`config.mk`:
```
export PLATFORM = sky130hd
export DESIGN_NAME = writeback_buffer
export DESIGN_NICKNAME = d
export VERILOG_FILES = /design/src/rtl/writeback_buffer_pkg.sv /design/src/rtl/writeback_buffer_drain_picker.sv /design/src/rtl/writeback_buffer.sv
export SDC_FILE = /design/constraint.sdc
export NUM_CORES = 1
export LEC_CHECK = 0
export ABC_AREA = 1
export BUFFER_PORTS_ARGS = -buffer_cell sky130_fd_sc_hd__buf_2
export CORE_MARGIN = 4
export CORE_UTILIZATION = 50
export DETAILED_ROUTE_END_ITERATION = 10
export GPL_TIMING_DRIVEN = 0
export PLACE_DENSITY = 0.87
export SLEW_MARGIN = 20
export SYNTH_ARGS = -nofsm -noshare
export SYNTH_HDL_FRONTEND = slang
export SYNTH_SLANG_ARGS = --single-unit
```
`constraint.sdc`:
```
create_clock -name clk_i -period 7.4 [get_ports clk_i]
set_input_delay 1.48 -clock clk_i [delete_from_list [all_inputs] [get_ports clk_i]]
set_output_delay 1.48 -clock clk_i [all_outputs]
set_load 0.05 [all_outputs]
```
`src/rtl/writeback_buffer_pkg.sv`:
```
// Shared types and default geometry for the cache write-back buffer.
package writeback_buffer_pkg;

   localparam int unsigned CACHE_T = 22;
   localparam int unsigned CACHE_S = 6;
   localparam int unsigned CACHE_B = 4;
   localparam int unsigned WORD_W  = 32;

   typedef enum logic [1:0] {
      WB_EMPTY = 2'd0,
      WB_FILL  = 2'd1,
      WB_DRAIN = 2'd2
   } wb_state_e;

   // One memory-port transaction as driven towards main memory
   typedef struct packed {
      logic              write_en;
      logic [WORD_W-1:0] addr;
      logic [WORD_W-1:0] wdata;
   } mem_req_t;

endpackage

```
`src/rtl/writeback_buffer_drain_picker.sv`:
```
// Lowest-set-bit encoder choosing the next buffered word to drain.
module wb_drain_picker #(
   parameter int unsigned N = 4,
   localparam int unsigned IDX_W = (N > 1) ? $clog2(N) : 1
) (
   input  logic [N-1:0]     valid,
   output logic [IDX_W-1:0] idx,
   output logic             any
);

   // Scan from the top so the lowest set bit wins
   always_comb begin
      idx = '0;
      for (int i = int'(N) - 1; i >= 0; i--) begin
         if (valid[i]) idx = IDX_W'(i);
      end
   end

   assign any = |valid;

endmodule

```
`src/rtl/writeback_buffer.sv`:
```
// One-line write-back buffer between cache and memory; define WB_FORWARD_EN
// to forward reads that hit buffered words instead of stalling them.
module writeback_buffer
   import writeback_buffer_pkg::*;
#(
   parameter int unsigned TAG_WIDTH    = CACHE_T,
   parameter int unsigned SET_WIDTH    = CACHE_S,
   parameter int unsigned OFFSET_WIDTH = CACHE_B
) (
   input  logic              clk_i,
   input  logic              rst_i,
   input  logic              req_i,
   input  logic              write_en_i,
   input  logic [WORD_W-1:0] addr_i,
   input  logic [WORD_W-1:0] wdata_i,
   output logic [WORD_W-1:0] rdata_o,
   output logic              stall_o,
   output logic              busy_o,
   output logic              mem_write_en_o,
   output logic [WORD_W-1:0] mem_addr_o,
   output logic [WORD_W-1:0] mem_wdata_o,
   input  logic [WORD_W-1:0] mem_rdata_i
);

   localparam int unsigned LINE_W    = TAG_WIDTH + SET_WIDTH;
   localparam int unsigned OFF_W     = OFFSET_WIDTH - 2;
   localparam int unsigned LINE_SIZE = 2 ** OFF_W;

   wb_state_e             state_q, state_d;
   logic [LINE_W-1:0]     line_addr_q, line_addr_d;
   logic [LINE_SIZE-1:0]  valid_q, valid_d;
   logic [WORD_W-1:0]     data_q [LINE_SIZE];

   logic [OFF_W-1:0]      off;
   logic [OFF_W-1:0]      pick_idx;
   logic                  pick_any;
   logic                  wr, rd, match, hit, rd_mem;
   logic                  capture, drain_go;
   mem_req_t              mem_req;
   logic                  unused_addr_bits;

   assign off    = addr_i[OFFSET_WIDTH-1:2];
   assign wr     = req_i & write_en_i;
   assign rd     = req_i & ~write_en_i;
   assign match  = (addr_i[WORD_W-1:OFFSET_WIDTH] == line_addr_q);
   assign hit    = (state_q != WB_EMPTY) & match & valid_q[off];
   assign rd_mem = rd & ~hit;

   assign unused_addr_bits = ^addr_i[1:0];

   wb_drain_picker #(
      .N (LINE_SIZE)
   ) u_picker (
      .valid (valid_q),
      .idx   (pick_idx),
      .any   (pick_any)
   );

   // Next-state, stall and memory-port arbitration
   always_comb begin
      state_d     = state_q;
      line_addr_d = line_addr_q;
      valid_d     = valid_q;
      capture     = 1'b0;
      drain_go    = 1'b0;
      stall_o     = 1'b0;
      rdata_o     = mem_rdata_i;
      mem_req     = '0;

      unique case (state_q)
         WB_EMPTY: begin
            if (wr) begin
               capture     = 1'b1;
               line_addr_d = addr_i[WORD_W-1:OFFSET_WIDTH];
               state_d     = WB_FILL;
            end
         end
         WB_FILL: begin
            if (wr && match) begin
               capture = 1'b1;
            end else begin
               stall_o = wr;
               state_d = WB_DRAIN;
            end
         end
         WB_DRAIN: begin
            stall_o  = wr;
            drain_go = pick_any & ~rd_mem;
         end
         default: state_d = WB_EMPTY;
      endcase

      if (rd && hit) begin
`ifdef WB_FORWARD_EN
         rdata_o = data_q[off];
`else
         stall_o = 1'b1;
`endif
      end

      if (rd_mem) mem_req.addr = {addr_i[WORD_W-1:2], 2'b00};

      if (capture) valid_d[off] = 1'b1;

      // Drain the lowest valid word; leave for EMPTY on the edge it clears the last one
      if (drain_go) begin
         mem_req.write_en  = 1'b1;
         mem_req.addr      = {line_addr_q, pick_idx, 2'b00};
         mem_req.wdata     = data_q[pick_idx];
         valid_d[pick_idx] = 1'b0;
         if (valid_d == '0) state_d = WB_EMPTY;
      end
   end

   always_ff @(posedge clk_i) begin
      if (rst_i) begin
         state_q     <= WB_EMPTY;
         line_addr_q <= '0;
         valid_q     <= '0;
      end else begin
         state_q     <= state_d;
         line_addr_q <= line_addr_d;
         valid_q     <= valid_d;
      end
   end

   // Word storage needs no reset; valid bits gate every use
   always_ff @(posedge clk_i) begin
      if (capture) data_q[off] <= wdata_i;
   end

   assign busy_o         = |valid_q;
   assign mem_write_en_o = mem_req.write_en;
   assign mem_addr_o     = mem_req.addr;
   assign mem_wdata_o    = mem_req.wdata;

endmodule

```
==> results.toml <==
[setup_path]
crit_path_end_kind = "primary output"
cp_data_arrival_time_ps = 3770
cp-start-kind = "input port"
critPathMaxFanout = 10
crit_required_ps = 5920
critPathMaxStageDelay_ps = 330
setup.worst_path.class = "in2out"
timing.reg2reg.setup_slack_ps = 4920
crit_path_cell_trace = "buf_2 > inv_1 > nand2_1 > nand2_1 > nor2_1 > nand2_1 > nor2_1 > nand2_1 > nor2_4 > nand2_4 > nand2_2 > nand2_2 > a21oi_4 > inv_2 > buf_6 > o22ai_1 > buf_2"
crit_path_frequent_cell = "sky130_fd_sc_hd__nand2_1"
critical_path.slowest_cell = "sky130_fd_sc_hd__buf_2"

[floorplan]
ioPinCount = 199
area_enclosed_by_the_die_boundary_sq_um = 16800
initial_utilization_pct = 50.9
placeableCoreArea_sq_um = 14500
die_h_um = 130
placementRows = 44
die-width_um = 130

[status]
run_status = "finished clean"

[clocking]
cts_hold_buf = 0
tritoncts_clock_tree = "built"
clock_tree.buffer_depth = 2
cts_root_buf = "sky130_fd_sc_hd__clkbuf_16"
postCtsResizedCells = 0
cts_buffers = 17
cts.clk_slew.worst_paths_ps = 60
clkSinkCount = 162
postCtsSetupRepairBufs = 0
insertion_delay_ps = 420
htree_num_levels = 4

[detailed_routing]
via_per_inst = 5.42
drt_pre_antenna_iters = 5
totalWireLength_mm = 19.1
antenna_left = 0
via_count = 5952
remaining_drc_errors = 0
detail_route.iter0.violations = 449
average_wire_per_cell_in_the_routed_design_um = 17.4

[job]
cap_violations = 0

[yosys]
ys_ff_latch = 162
synthesis.instances = 717
seq_area_frac_synth_pct = 61.2
postSynthAreaPerCell_sq_um = 10.3
number_of_enable_flip_flop_cells_after_synthesis = 128
async_reset_ff_share_pct = 0
netlist_area_pre_place_sq_um = 7390
ys.flop_type = "sky130_fd_sc_hd__edfxtp_1"
synth_warnings = 0
synth_cell_types = 31

[sta]
max_slew.worst_pin.slew_ps = 800
finalClockSkew_ps = 8.78
maxSlewViolCount = 0
post-route-min-period_ps = 5250
max-slew-margin-rel_pct = 46.6
fmaxAchievable_ghz = 0.191
setup_repair_after_global_routing_missed_its_margin = "false"
hold_violations = 0
final_min_period_over_clock_period_pct = 70.9
totalNegativeSetupSlack_ps = 0
finalSetupViolations = 0

[place]
detailed_place_hpwl_mm = 13.4
io_buffers = 162
dp_cells = 1067
place_congestion = 0.920

[power]
max-vdd-ir-drop_uv = 186
p_seq_share_pct = 45.9
power.static_leakage_nw = 3.71
power.net_switching_mw = 0.686
p_per_area_nw_per_um2 = 256
intPower_mw = 1.63
power_frac_comb_pct = 19.3
netSwitchingFraction_pct = 29.6
power_frac_clock_pct = 34.8

[final_layout]
area_growth_syn_to_layout_pct = 22.5
post_route_cells_drive_above_1_share_pct = 29.4
net_count_of_the_finished_layout = 1006
finish.cell_count_without_fillers = 1098

[global_route]
first_global_vias = 5650
grt_pass1_wl_mm = 29.0
globalRouteTotalUtil_pct = 22.6
antenna_found_initial = 3
largest_net_degree_at_the_start_of_global_routing = 33
remaining_overflow_grt = 0

[min_path]
worstHoldPathType = "reg2reg"
[power groups by stage]
stage	registers (mW)	logic [mW]	clock network, mW
2_1_floorplan	1.08	0.320	0
3_3_place_gp	1.08	0.430	0
3_5_place_dp	1.08	0.444	0
4_1_cts	1.06	0.447	0.819
5_1_grt	1.07	0.491	0.860
6_report	1.07	0.446	0.807
[final timing paths]
kind | startpoint | to | cells past startpoint
max | addr_i[28] | mem_addr_o[2] | 17
min | line_addr_q[9] | line_addr_q[9] | 2
max reg2reg | valid_q[2] | valid_q[0] | 7
min reg2reg | line_addr_q[9] | line_addr_q[9] | 2
[area by class of cell]
cell class                 count  area, sq um
fill                        1167         5480
buffer                        66          408
antenna                        1         2.50
sequential                   162         4520
inverter                      71          267
multi-input combinational    419         2200
timing repair buffer         165          886
tap                          184          230
clock inverter                12          109
clock buffer                  18          429
[routing by layer]
| metal | global-route usage, % | vias up | share of wire, % |
|---|---|---|---|
| li1 | - | 2830 | - |
| met1 | 27.0 | 2817 | 38 |
| met2 | 39.8 | 271 | 51 |
| met3 | 6.35 | 30 | 9.8 |
| met4 | 6.91 | 4 | 1.6 |
| met5 | 0 | - | 0.14 |
[through the flow]
stage               area [sq um]  util [%]  worst slack, ps  hold slack [ps]  power [mW]
global placement            8440      58.0             2050              457        1.51
floorplan                   7390         -             1960              448        1.40
detailed placement          8510      58.6             2080              469        1.53
CTS                         9050      62.3             2070              478        2.33
finish                      9050      62.3             2150              475        2.32
global route                9050      62.3             1870              508        2.42
[synthesized netlist by cell type, types with 2 or more instances]
library cell,n,share of area [%]
sky130_fd_sc_hd__o21ai_1,7,0.47
sky130_fd_sc_hd__ha_1,4,0.68
sky130_fd_sc_hd__a21oi_1,47,3.2
sky130_fd_sc_hd__o21ai_0,32,2.2
sky130_fd_sc_hd__xnor2_1,8,0.95
sky130_fd_sc_hd__nor2_1,43,2.2
sky130_fd_sc_hd__buf_2,5,0.34
sky130_fd_sc_hd__clkbuf_1,23,1.2
sky130_fd_sc_hd__a41oi_2,15,3.3
sky130_fd_sc_hd__buf_4,35,3.6
sky130_fd_sc_hd__a221oi_1,17,2.0
sky130_fd_sc_hd__nand2_2,2,0.17
sky130_fd_sc_hd__inv_2,7,0.36
sky130_fd_sc_hd__buf_6,3,0.46
sky130_fd_sc_hd__nand2_1,163,8.3
sky130_fd_sc_hd__o22ai_1,22,1.9
sky130_fd_sc_hd__dfxtp_1,34,9.2
sky130_fd_sc_hd__inv_1,63,3.2
sky130_fd_sc_hd__nand3_1,48,3.3
sky130_fd_sc_hd__edfxtp_1,128,52
[worst max-delay path, delay by kind of cell]
kind | cells | cell delay (ps)
AND/OR/NAND/NOR | 10 | 1030
buffers and inverters | 5 | 810
AO/OA/AOI/OAI | 2 | 430
[cells by family (layout without fill, tap and decap cells)]
kind of cell	Yosys count	count (layout)	synth area share [%]
buffers and inverters	137	332	9.12
XOR/XNOR	8	8	0.948
flip-flops	162	162	61.2
AO/OA/AOI/OAI	144	144	13.6
other	1	3	0.0507
adder cells (fa/ha/maj)	4	4	0.677
AND/OR/NAND/NOR	261	261	14.4
[sequential cells by signal (all words and copies together) (netlist names)]
register	flops
data_q	128
line_addr_q	28
valid_q	4
state_q	2
[layout by cell type, fill, tap and decap left out, drive strengths merged]
cell type | netlist | routed
a21oi | 48 | 48
a221oi | 17 | 17
a41oi | 16 | 16
buf | 43 | 208
bufinv | 0 | 1
clkbuf | 23 | 41
clkinv | 1 | 6
clkinvlp | 0 | 3
conb | 1 | 2
dfxtp | 34 | 34
diode | 0 | 1
edfxtp | 128 | 128
ha | 4 | 4
inv | 70 | 73
nand2 | 166 | 166
nand3 | 48 | 48
nand4 | 1 | 1
nor2 | 45 | 45
nor3 | 1 | 1
o21ai | 40 | 40
o22ai | 22 | 22
o31ai | 1 | 1
xnor2 | 8 | 8
Note: power is estimated with default switching activity, not from simulation.
